<file path="config.mk">
export PLATFORM = sky130hd
export DESIGN_NAME = sample_player_flat
export DESIGN_NICKNAME = d
export VERILOG_FILES = /design/src/rtl/sample_player_pkg.sv /design/src/rtl/sample_player_if.sv /design/src/rtl/sample_player_fifo.sv /design/src/rtl/sample_player.sv /design/src/flat_wrapper.sv
export SDC_FILE = /design/constraint.sdc
export NUM_CORES = 1
export LEC_CHECK = 0
export CAP_MARGIN = 20
export CELL_PAD_IN_SITES_DETAIL_PLACEMENT = 1
export CELL_PAD_IN_SITES_GLOBAL_PLACEMENT = 1
export CORE_MARGIN = 1
export CORE_UTILIZATION = 40
export CTS_CLUSTER_SIZE = 30
export DETAILED_ROUTE_END_ITERATION = 10
export PLACE_DENSITY = 0.6
export SLEW_MARGIN = 40
export SYNTH_ARGS = -nofsm -noshare
export SYNTH_HDL_FRONTEND = slang
export SYNTH_SLANG_ARGS = --single-unit
</file>
<file path="constraint.sdc">
create_clock -name clk_i -period 6 [get_ports clk_i]
set_clock_uncertainty 0.2 [all_clocks]
set_input_delay 1.2 -clock clk_i [delete_from_list [all_inputs] [get_ports clk_i]]
set_output_delay 1.2 -clock clk_i [all_outputs]
set_load 0.01 [all_outputs]
</file>
<file path="src/rtl/sample_player_pkg.sv">
`default_nettype none
// ============================================================================
//  Module   : sample_player_pkg
//  Purpose  : Shared widths and state encoding for the sample player.
//  Revision : 1.0  initial release
// ============================================================================
package sample_player_pkg;

  localparam int DIV_WIDTH  = 24;
  localparam int SMPL_WIDTH = 32;

  typedef enum logic [0:0] {
    IDLE = 1'b0,
    RUN  = 1'b1
  } player_state_t;

endpackage
`default_nettype wire

</file>
<file path="src/rtl/sample_player_if.sv">
`default_nettype none
// ============================================================================
//  Module   : sample_player_if
//  Purpose  : Host-side control/data bundle of the sample player.
//  Revision : 1.0  initial release
// ============================================================================
interface sample_player_if
  import sample_player_pkg::*;
#(
  parameter int WIDTH = SMPL_WIDTH
);

  logic [DIV_WIDTH-1:0] fdiv_i;
  logic                 set_div_i;
  logic                 en_i;
  logic                 clr_i;
  logic [WIDTH-1:0]     smpls_i;
  logic                 stb_i;
  logic [WIDTH-1:0]     data_o;
  logic                 tick_o;
  logic                 full_o;
  logic                 empty_o;
  logic                 ovf_o;
  logic                 udf_o;

  // Host / command path drives the controls and observes the outputs
  modport master (
    output fdiv_i, set_div_i, en_i, clr_i, smpls_i, stb_i,
    input  data_o, tick_o, full_o, empty_o, ovf_o, udf_o
  );

  // Player side
  modport slave (
    input  fdiv_i, set_div_i, en_i, clr_i, smpls_i, stb_i,
    output data_o, tick_o, full_o, empty_o, ovf_o, udf_o
  );

endinterface
`default_nettype wire

</file>
<file path="src/rtl/sample_player_fifo.sv">
`default_nettype none
// ============================================================================
//  Module   : player_fifo
//  Purpose  : Synchronous FIFO with registered full/empty flags and a
//             flush input. Pointers carry one extra MSB so full and empty
//             are distinguishable when the index bits match.
//  Revision : 1.0  initial release
// ============================================================================
module player_fifo #(
  parameter int DEPTH = 16,
  parameter int WIDTH = 32
) (
  input  logic             clk_i,
  input  logic             rst_in,
  input  logic             push_i,
  input  logic             pop_i,
  input  logic             clr_i,
  input  logic [WIDTH-1:0] wdata_i,
  output logic [WIDTH-1:0] rdata_o,
  output logic             full_o,
  output logic             empty_o
);

  localparam int AW = $clog2(DEPTH);

  logic [WIDTH-1:0] r_mem [DEPTH];
  logic [AW:0]      r_wptr;
  logic [AW:0]      r_rptr;
  logic             r_full;
  logic             r_empty;
  logic [AW:0]      w_wptr_nxt;
  logic [AW:0]      w_rptr_nxt;

  assign w_wptr_nxt = r_wptr + (AW+1)'(push_i);
  assign w_rptr_nxt = r_rptr + (AW+1)'(pop_i);

  // Storage array; no reset needed, contents are qualified by the pointers
  always_ff @(posedge clk_i) begin
    if (push_i && !clr_i) begin
      r_mem[r_wptr[AW-1:0]] <= wdata_i;
    end
  end

  // Pointer and flag update; flush has priority over push/pop
  always_ff @(posedge clk_i or negedge rst_in) begin
    if (!rst_in) begin
      r_wptr  <= '0;
      r_rptr  <= '0;
      r_full  <= 1'b0;
      r_empty <= 1'b1;
    end else if (clr_i) begin
      r_wptr  <= '0;
      r_rptr  <= '0;
      r_full  <= 1'b0;
      r_empty <= 1'b1;
    end else begin
      r_wptr  <= w_wptr_nxt;
      r_rptr  <= w_rptr_nxt;
      r_full  <= (w_wptr_nxt[AW] != w_rptr_nxt[AW]) &&
                 (w_wptr_nxt[AW-1:0] == w_rptr_nxt[AW-1:0]);
      r_empty <= (w_wptr_nxt == w_rptr_nxt);
    end
  end

  assign rdata_o = r_mem[r_rptr[AW-1:0]];
  assign full_o  = r_full;
  assign empty_o = r_empty;

endmodule
`default_nettype wire

</file>
<file path="src/rtl/sample_player.sv">
`default_nettype none
// ============================================================================
//  Module   : sample_player
//  Purpose  : Buffers strobed sample words in a FIFO and replays them on
//             data_o, one word every fdiv+1 clocks while enabled.
//  Revision : 1.0  initial release
// ============================================================================
module sample_player
  import sample_player_pkg::*;
#(
  parameter int DEPTH = 16,
  parameter int WIDTH = SMPL_WIDTH
) (
  input  logic            clk_i,
  input  logic            rst_in,
  sample_player_if.slave  bus
);

  localparam logic [0:0] ST_IDLE = IDLE;
  localparam logic [0:0] ST_RUN  = RUN;

  logic [DIV_WIDTH-1:0] r_div;
  logic [DIV_WIDTH-1:0] r_cnt;
  logic [0:0]           r_state;
  logic [WIDTH-1:0]     r_data;
  logic                 r_tick;
  logic                 r_ovf;
  logic                 r_udf;

  logic                 w_tick_ev;
  logic                 w_pop;
  logic                 w_push;
  logic                 w_full;
  logic                 w_empty;
  logic [WIDTH-1:0]     w_head;
  logic [DIV_WIDTH-1:0] w_reload;

  // A tick is due when the running period counter reaches zero; a cycle
  // in which en_i drops never ticks.
  assign w_tick_ev = (r_state == ST_RUN) && bus.en_i && (r_cnt == '0);
  // Flush blocks both pop and push. A full FIFO still accepts a word when
  // the same edge frees a slot.
  assign w_pop     = w_tick_ev && !w_empty && !bus.clr_i;
  assign w_push    = bus.stb_i && !bus.clr_i && (!w_full || w_pop);
  // A newly written divider is used immediately for any reload this cycle
  assign w_reload  = bus.set_div_i ? bus.fdiv_i : r_div;

  player_fifo #(
    .DEPTH (DEPTH),
    .WIDTH (WIDTH)
  ) u_fifo (
    .clk_i   (clk_i),
    .rst_in  (rst_in),
    .push_i  (w_push),
    .pop_i   (w_pop),
    .clr_i   (bus.clr_i),
    .wdata_i (bus.smpls_i),
    .rdata_o (w_head),
    .full_o  (w_full),
    .empty_o (w_empty)
  );

  // Divider register
  always_ff @(posedge clk_i or negedge rst_in) begin
    if (!rst_in) begin
      r_div <= '0;
    end else if (bus.set_div_i) begin
      r_div <= bus.fdiv_i;
    end
  end

  // Run/pause state machine and period counter
  always_ff @(posedge clk_i or negedge rst_in) begin
    if (!rst_in) begin
      r_state <= ST_IDLE;
      r_cnt   <= '0;
    end else begin
      case (r_state)
        ST_IDLE: begin
          r_cnt <= w_reload;
          if (bus.en_i) begin
            r_state <= ST_RUN;
          end
        end
        ST_RUN: begin
          if (!bus.en_i) begin
            r_state <= ST_IDLE;
            r_cnt   <= w_reload;
          end else if (bus.set_div_i || (r_cnt == '0)) begin
            r_cnt <= w_reload;
          end else begin
            r_cnt <= r_cnt - DIV_WIDTH'(1);
          end
        end
        default: begin
          r_state <= ST_IDLE;
          r_cnt   <= r_div;
        end
      endcase
    end
  end

  // Output register: data_o and tick_o change together on a successful pop
  always_ff @(posedge clk_i or negedge rst_in) begin
    if (!rst_in) begin
      r_data <= '0;
      r_tick <= 1'b0;
    end else begin
      r_tick <= w_pop;
      if (w_pop) begin
        r_data <= w_head;
      end
    end
  end

  // Sticky overflow / underflow flags, cleared by flush
  always_ff @(posedge clk_i or negedge rst_in) begin
    if (!rst_in) begin
      r_ovf <= 1'b0;
      r_udf <= 1'b0;
    end else if (bus.clr_i) begin
      r_ovf <= 1'b0;
      r_udf <= 1'b0;
    end else begin
      if (bus.stb_i && w_full && !w_pop) begin
        r_ovf <= 1'b1;
      end
      if (w_tick_ev && w_empty) begin
        r_udf <= 1'b1;
      end
    end
  end

  assign bus.data_o  = r_data;
  assign bus.tick_o  = r_tick;
  assign bus.full_o  = w_full;
  assign bus.empty_o = w_empty;
  assign bus.ovf_o   = r_ovf;
  assign bus.udf_o   = r_udf;

endmodule
`default_nettype wire

</file>
<file path="src/flat_wrapper.sv">
// flat-port wrapper written by rule: the top's interface ports become plain ports
module sample_player_flat import sample_player_pkg::*;
#(
  parameter int DEPTH = 16,
  parameter int WIDTH = SMPL_WIDTH
)
  (clk_i, rst_in, bus_fdiv_i, bus_set_div_i, bus_en_i, bus_clr_i, bus_smpls_i, bus_stb_i, bus_data_o, bus_tick_o, bus_full_o, bus_empty_o, bus_ovf_o, bus_udf_o);
  sample_player_if #(.WIDTH(WIDTH)) bus_i ();
  input  logic clk_i;
  input  logic rst_in;
  input wire logic [$bits(bus_i.fdiv_i)-1:0] bus_fdiv_i;
  input wire logic [$bits(bus_i.set_div_i)-1:0] bus_set_div_i;
  input wire logic [$bits(bus_i.en_i)-1:0] bus_en_i;
  input wire logic [$bits(bus_i.clr_i)-1:0] bus_clr_i;
  input wire logic [$bits(bus_i.smpls_i)-1:0] bus_smpls_i;
  input wire logic [$bits(bus_i.stb_i)-1:0] bus_stb_i;
  output wire logic [$bits(bus_i.data_o)-1:0] bus_data_o;
  output wire logic [$bits(bus_i.tick_o)-1:0] bus_tick_o;
  output wire logic [$bits(bus_i.full_o)-1:0] bus_full_o;
  output wire logic [$bits(bus_i.empty_o)-1:0] bus_empty_o;
  output wire logic [$bits(bus_i.ovf_o)-1:0] bus_ovf_o;
  output wire logic [$bits(bus_i.udf_o)-1:0] bus_udf_o;
  assign bus_i.fdiv_i = bus_fdiv_i;
  assign bus_i.set_div_i = bus_set_div_i;
  assign bus_i.en_i = bus_en_i;
  assign bus_i.clr_i = bus_clr_i;
  assign bus_i.smpls_i = bus_smpls_i;
  assign bus_i.stb_i = bus_stb_i;
  assign bus_data_o = bus_i.data_o;
  assign bus_tick_o = bus_i.tick_o;
  assign bus_full_o = bus_i.full_o;
  assign bus_empty_o = bus_i.empty_o;
  assign bus_ovf_o = bus_i.ovf_o;
  assign bus_udf_o = bus_i.udf_o;
  sample_player #(.DEPTH(DEPTH), .WIDTH(WIDTH)) u_core (.clk_i(clk_i), .rst_in(rst_in), .bus(bus_i));
endmodule
</file>
# ---- Word-level counts from Yosys, hierarchy flattened
# Memory sizes are Yosys's and may differ from the RTL's. A register that Yosys moved wholly into a read port is not among the register bits.
# Cells that the tools add are included.
dict set report word_totals {
  ramBits 512
  wordCells 54
  memories 1
  input_bits 62
  output_inout_bits 37
  ff_bits 64
}
# name depth width rd rd_clocked_by_memory_dff wr line_no
set mem_list {}
lappend mem_list {u_core.u_fifo.r_mem 16 32 1 1 1 sample_player_fifo.sv:26} ;# logic [WIDTH-1:0] r_mem [DEPTH];
dict set report classes {
  n_bitwise 1
  n_reduce_logical 21
  n_eq_ne 3
  add_sub_neg 3
  muxes 15
}
# cell n
set ops {}
lappend ops {{$mux W24} 3}
lappend ops {{$pmux W24 S2} 1}
lappend ops {{$logic_not A24 Y1} 1}
lappend ops {{$sub A24 B1 Y24 const B} 1}
lappend ops {{$logic_and A1 B1 Y1} 11}
lappend ops {{$add A5 B1 Y5} 2}
lappend ops {{$mux W5} 2}
lappend ops {{$mux W1} 9}
lappend ops {{$eq A5 B5 Y1} 1}
lappend ops {{$logic_not A1 Y1} 5}
lappend ops {{$eq A4 B4 Y1} 1}
lappend ops {{$reduce_bool A2 Y1} 2}
lappend ops {{$logic_or A1 B1 Y1} 2}
lappend ops {{$ne A1 B1 Y1} 1}
lappend ops {{$not A1 Y1} 1}

# ---- Logic depth before layout (Yosys ltp)
dict set report depth {
  ltp_word 10
  depth_mapped 15
  ltp_nobuf 13
}

# ---- Cells and area by module
# From an unflattened synthesis, not the netlist that was laid out.
dict set report hier_totals {
  cells_unflattened 1140
  area_unflattened_um2 23475.0
}
# module cells_per_inst instances area_per_inst_um2 seq_area_each_um2
set by_module_without_submodules {}
lappend by_module_without_submodules {player_fifo 856 1 19755.2 15676.3}
lappend by_module_without_submodules {sample_player 284 1 3719.8 2102.0}

# ---- Least setup slack after synthesis
# No wires, ideal clock.
dict set report synth_path {
  path_type {reg-to-reg}
  start {register u_core.r_cnt[0]}
  end {memory u_core.u_fifo.r_mem[3][0], enable pin}
  arrival_time_ps 4246
  slack_ps 1093
  required_time_ps 5339
  path_buffers 2
  synth_period_minus_slack_ps 4907
  setup_ps 461
  path_stages_with_launch 10
  cell_sequence {dfrtp_1 > inv_1 > ha_1 > or4b_1 > nand2b_1 > buf_2 > nor4b_4 > buf_6 > o2111ai_2 > nor3_1}
}
dict set report synth_between {
  elab_chain_cells 9
}
# item line_no
set synth_rtl {}
lappend synth_rtl {{start: declaration} sample_player.sv:23} ;# logic [DIV_WIDTH-1:0] r_cnt;
lappend synth_rtl {{start signal: assignment} sample_player.sv:80} ;# r_cnt <= w_reload;
lappend synth_rtl {{start signal: assignment} sample_player.sv:88} ;# r_cnt <= w_reload;
lappend synth_rtl {{start signal: assignment} sample_player.sv:90} ;# r_cnt <= w_reload;
lappend synth_rtl {{$logic_not A24 Y1} sample_player.sv:40} ;# assign w_tick_ev = (r_state == ST_RUN) && bus.en_i && (r_cnt == '0);
lappend synth_rtl {{$logic_and A1 B1 Y1} sample_player.sv:40}
lappend synth_rtl {{$logic_and A1 B1 Y1 (2 in a row)} sample_player.sv:43} ;# assign w_pop = w_tick_ev && !w_empty && !bus.clr_i;
lappend synth_rtl {{$logic_or A1 B1 Y1} sample_player.sv:44} ;# assign w_push = bus.stb_i && !bus.clr_i && (!w_full || w_pop);
lappend synth_rtl {{$logic_and A1 B1 Y1} sample_player.sv:44}
lappend synth_rtl {{$logic_and A1 B1 Y1} sample_player_fifo.sv:39} ;# if (push_i && !clr_i) begin
lappend synth_rtl {{$mux W1} sample_player_fifo.sv:39}
lappend synth_rtl {{$mux W1 (implied by the code)} sample_player_fifo.sv:40} ;# r_mem[r_wptr[AW-1:0]] <= wdata_i;
lappend synth_rtl {{end: declaration} sample_player_fifo.sv:26}
# Every way passes these cells.

# ---- Worst setup path after layout
dict set report layout_path {
  start {register u_core.r_cnt[0]}
  end {memory u_core.u_fifo.r_mem[11][2], enable pin}
}
# Same word-level chain as after synthesis.

==> impl_metrics.py <==
metrics = {
    "power": {
        "powerDensity_nw_per_um2": 316,
        "leakagePower_nw": 9.04,
        "p_total_mw": 8.74,
        "ir_drop_uv": 180,
    },
    "detailed_routing": {
        "ant_nets": 0,
        "viasPerCell": 5.34,
        "via_count": 11100,
        "finalWirelength_mm": 52.0,
        "route.detailed.drc": 0,
        "wl_per_cell_um": 25.1,
        "drtIter0Drc": 682,
        "drt-pass1-iter-count": 5,
    },
    "sta": {
        "rsz0062_at_grt": "no",
        "setup_viol": 0,
        "slew_headroom_pct": 47.0,
        "period_share_pct": 69.2,
        "slew_violations": 0,
        "tns_ps": 0,
        "hold_viol": 0,
        "min_period_ps": 4150,
        "max_freq_ghz": 0.241,
        "worst_pin_slew_ps": 792,
    },
    "hold_path": {
        "holdCritPathClass": "reg -> reg",
        "holdPathStages": 1,
    },
    "setup_path": {
        "rr_worst_depth": 8,
        "critPathArrivalTime_ps": 4210,
        "end_kind": "flip-flop",
        "critPathKind": "reg -> reg",
        "cp.required_ps": 6060,
        "start_kind": "flip-flop",
        "cp_max_fo": 17,
    },
    "clock_tree": {
        "clk_pin_slew_ps": 50,
        "hold_buffers": 0,
        "cts-root-buf": "clkbuf_16",
        "clock_sinks": 608,
        "cts_buffers": 66,
        "cts_setup_buffers": 0,
        "cts_resized": 0,
        "htreeDepth": 3,
        "cts_tree": "built",
        "clockBufferDepth": 3,
        "clk_latency_ps": 590,
    },
    "grt": {
        "grt_max_degree": 55,
        "grt_overflow": 0,
        "grt_pass1_wl_mm": 78.4,
        "antenna_found_initial": 0,
        "grt_pass1_vias": 12000,
        "track_usage_pct": 18.0,
    },
    "floorplanning": {
        "core_area_um2": 57700,
        "die_width_um": 243,
        "dieArea_um2": 59300,
        "start_util_pct": 40.4,
        "io_pins": 99,
        "dieHeight_um": 243,
        "fp-row-count": 88,
    },
    "layout": {
        "final_nets": 1324,
        "area_growth_pct": 18.4,
        "drive_above_1_share_pct": 27.5,
        "layout_common_cells": "512 x edfxtp_1, 128 x mux4_2, 97 x clkdlybuf4s50_1",
        "layout_commonest_cell": "edfxtp_1",
        "seq_area_um2": 17800,
        "fin_area_um2": 27600,
        "n_fill_cell": 5306,
        "multi_input_area_um2": 5420,
    },
    "yosys": {
        "synth_top_cell_by_area": "edfxtp_1",
        "synth.yosys.seq_area_share_pct": 76.2,
        "synthesis.nets": 1179,
        "synth_cell_type_count": 43,
        "synth_warnings": 0,
        "ys_ff_latch": 608,
        "synth.avg_cell_area_um2": 21.0,
        "synth_area_um2": 23300,
        "synthDominantCellAreaShare_pct": 65.9,
        "synth.area.top_cells": "edfxtp_1 66%, mux4_2 12%, dfrtp_1 10%",
        "syn_inst": 1112,
    },
    "place": {
        "io_buffers": 98,
        "hpwl_mm": 32.8,
        "post_dp_cell_area_um2": 25600,
        "gp_congestion": 0.745,
    },
    "status": {
        "status": "finished clean",
    },
    "flow_run": {
        "drv_cap": 0,
    },
}
==> metal layers <==
metal	wire length, um	up-vias	track usage [%]
li1	-	4844	-
met1	24800	5915	26.9
met2	24000	260	27.2
met3	2490	57	2.94
met4	817	0	5.14
met5	0	-	0
==> synth_stat cells, drive strengths merged <==
cell type  number
nor2           31
o2111ai         2
dfrtp          95
xor2           24
dfstp           1
a22oi          64
o21ai           2
a211o           1
inv             6
clkbuf         33
nand2          39
mux2           78
nand2b          6
nor3b           1
nand3           6
a21o            1
and2            2
nor3           14
xnor2           6
or4             3
ha              5
and3            1
or3b            1
or4b            1
nor2b           7
o21bai          1
a21oi           1
nor4b           1
edfxtp        512
or3             3
o32ai           1
o21a            1
o211ai          2
nor4            7
mux4          128
buf            24
a41oi           1
==> where the power goes <==
| group | internal, mW | switching, mW |
|---|---|---|
| Combinational | 0.105 | 0.149 |
| Clock | 2.19 | 1.61 |
| Sequential | 4.64 | 0.0289 |
| Total | 6.94 | 1.79 |
==> final cells by class <==
class                      instances  area share [%]
multi-input combinational        441            19.6
sequential                       608            64.4
antenna                            1         0.00906
tap                              765            3.46
timing repair buffer             134            5.10
inverter                           6          0.0815
clock inverter                    34           0.720
clock buffer                      85            6.61
==> sequential cells by signal, summed over array words and instances, names as in the netlist <==
signal	count
u_core.bus.udf_o	1
u_core.bus.data_o	32
u_core.r_cnt	24
u_core.r_state	1
u_core.u_fifo.r_wptr	5
u_core.r_div	24
u_core.bus.ovf_o	1
u_core.bus.tick_o	1
u_core.u_fifo.empty_o	1
u_core.u_fifo.r_rptr	5
u_core.u_fifo.full_o	1
u_core.u_fifo.r_mem	512
==> cell families after synthesis <==
family	count (synthesis)	synth area share (%)
XOR/XNOR	30	1.13
AO/OA/AOI/OAI	77	2.53
flip-flops	608	76.2
adder cells (fa/ha/maj)	5	0.268
AND/OR/NAND/NOR	123	2.60
buffers and inverters	63	1.13
multiplexers	206	16.1
==> worst paths after layout <==
path                                             from                         end  slack (ps)
worst min register to register  u_core.bus.data_o[27]       u_core.bus.data_o[27]         290
max in group asynchronous                      rst_in       u_core.bus.data_o[12]        3970
worst min-delay path            u_core.bus.data_o[27]       u_core.bus.data_o[27]         290
worst max register to register        u_core.r_cnt[0]  u_core.u_fifo.r_mem[11][2]        1850
worst max-delay path                  u_core.r_cnt[0]  u_core.u_fifo.r_mem[11][2]        1850
min in group asynchronous                      rst_in        u_core.bus.data_o[3]         460
==> per-stage QoR <==
stage          hold slack, ps  std cells  util (%)  setup WS, ps
2_1_floorplan             267       1112         -          1090
3_3_place_gp              270       1943      44.0          1430
3_5_place_dp              278       1952      44.3          1370
4_1_cts                   293       2071      47.9          1720
5_1_grt                   313       2073      47.9          1530
6_report                  286       2074      47.9          1850
==> worst max-delay path: stages, from the launching register on <==
cell	delay [ps]
dfrtp_1	390
inv_1	80
ha_1	200
or4b_1	520
nand2b_1	390
nor4b_4	660
o2111ai_2	390
nor2_4	590
buf_4	390
(Power assumes the default switching activity.)
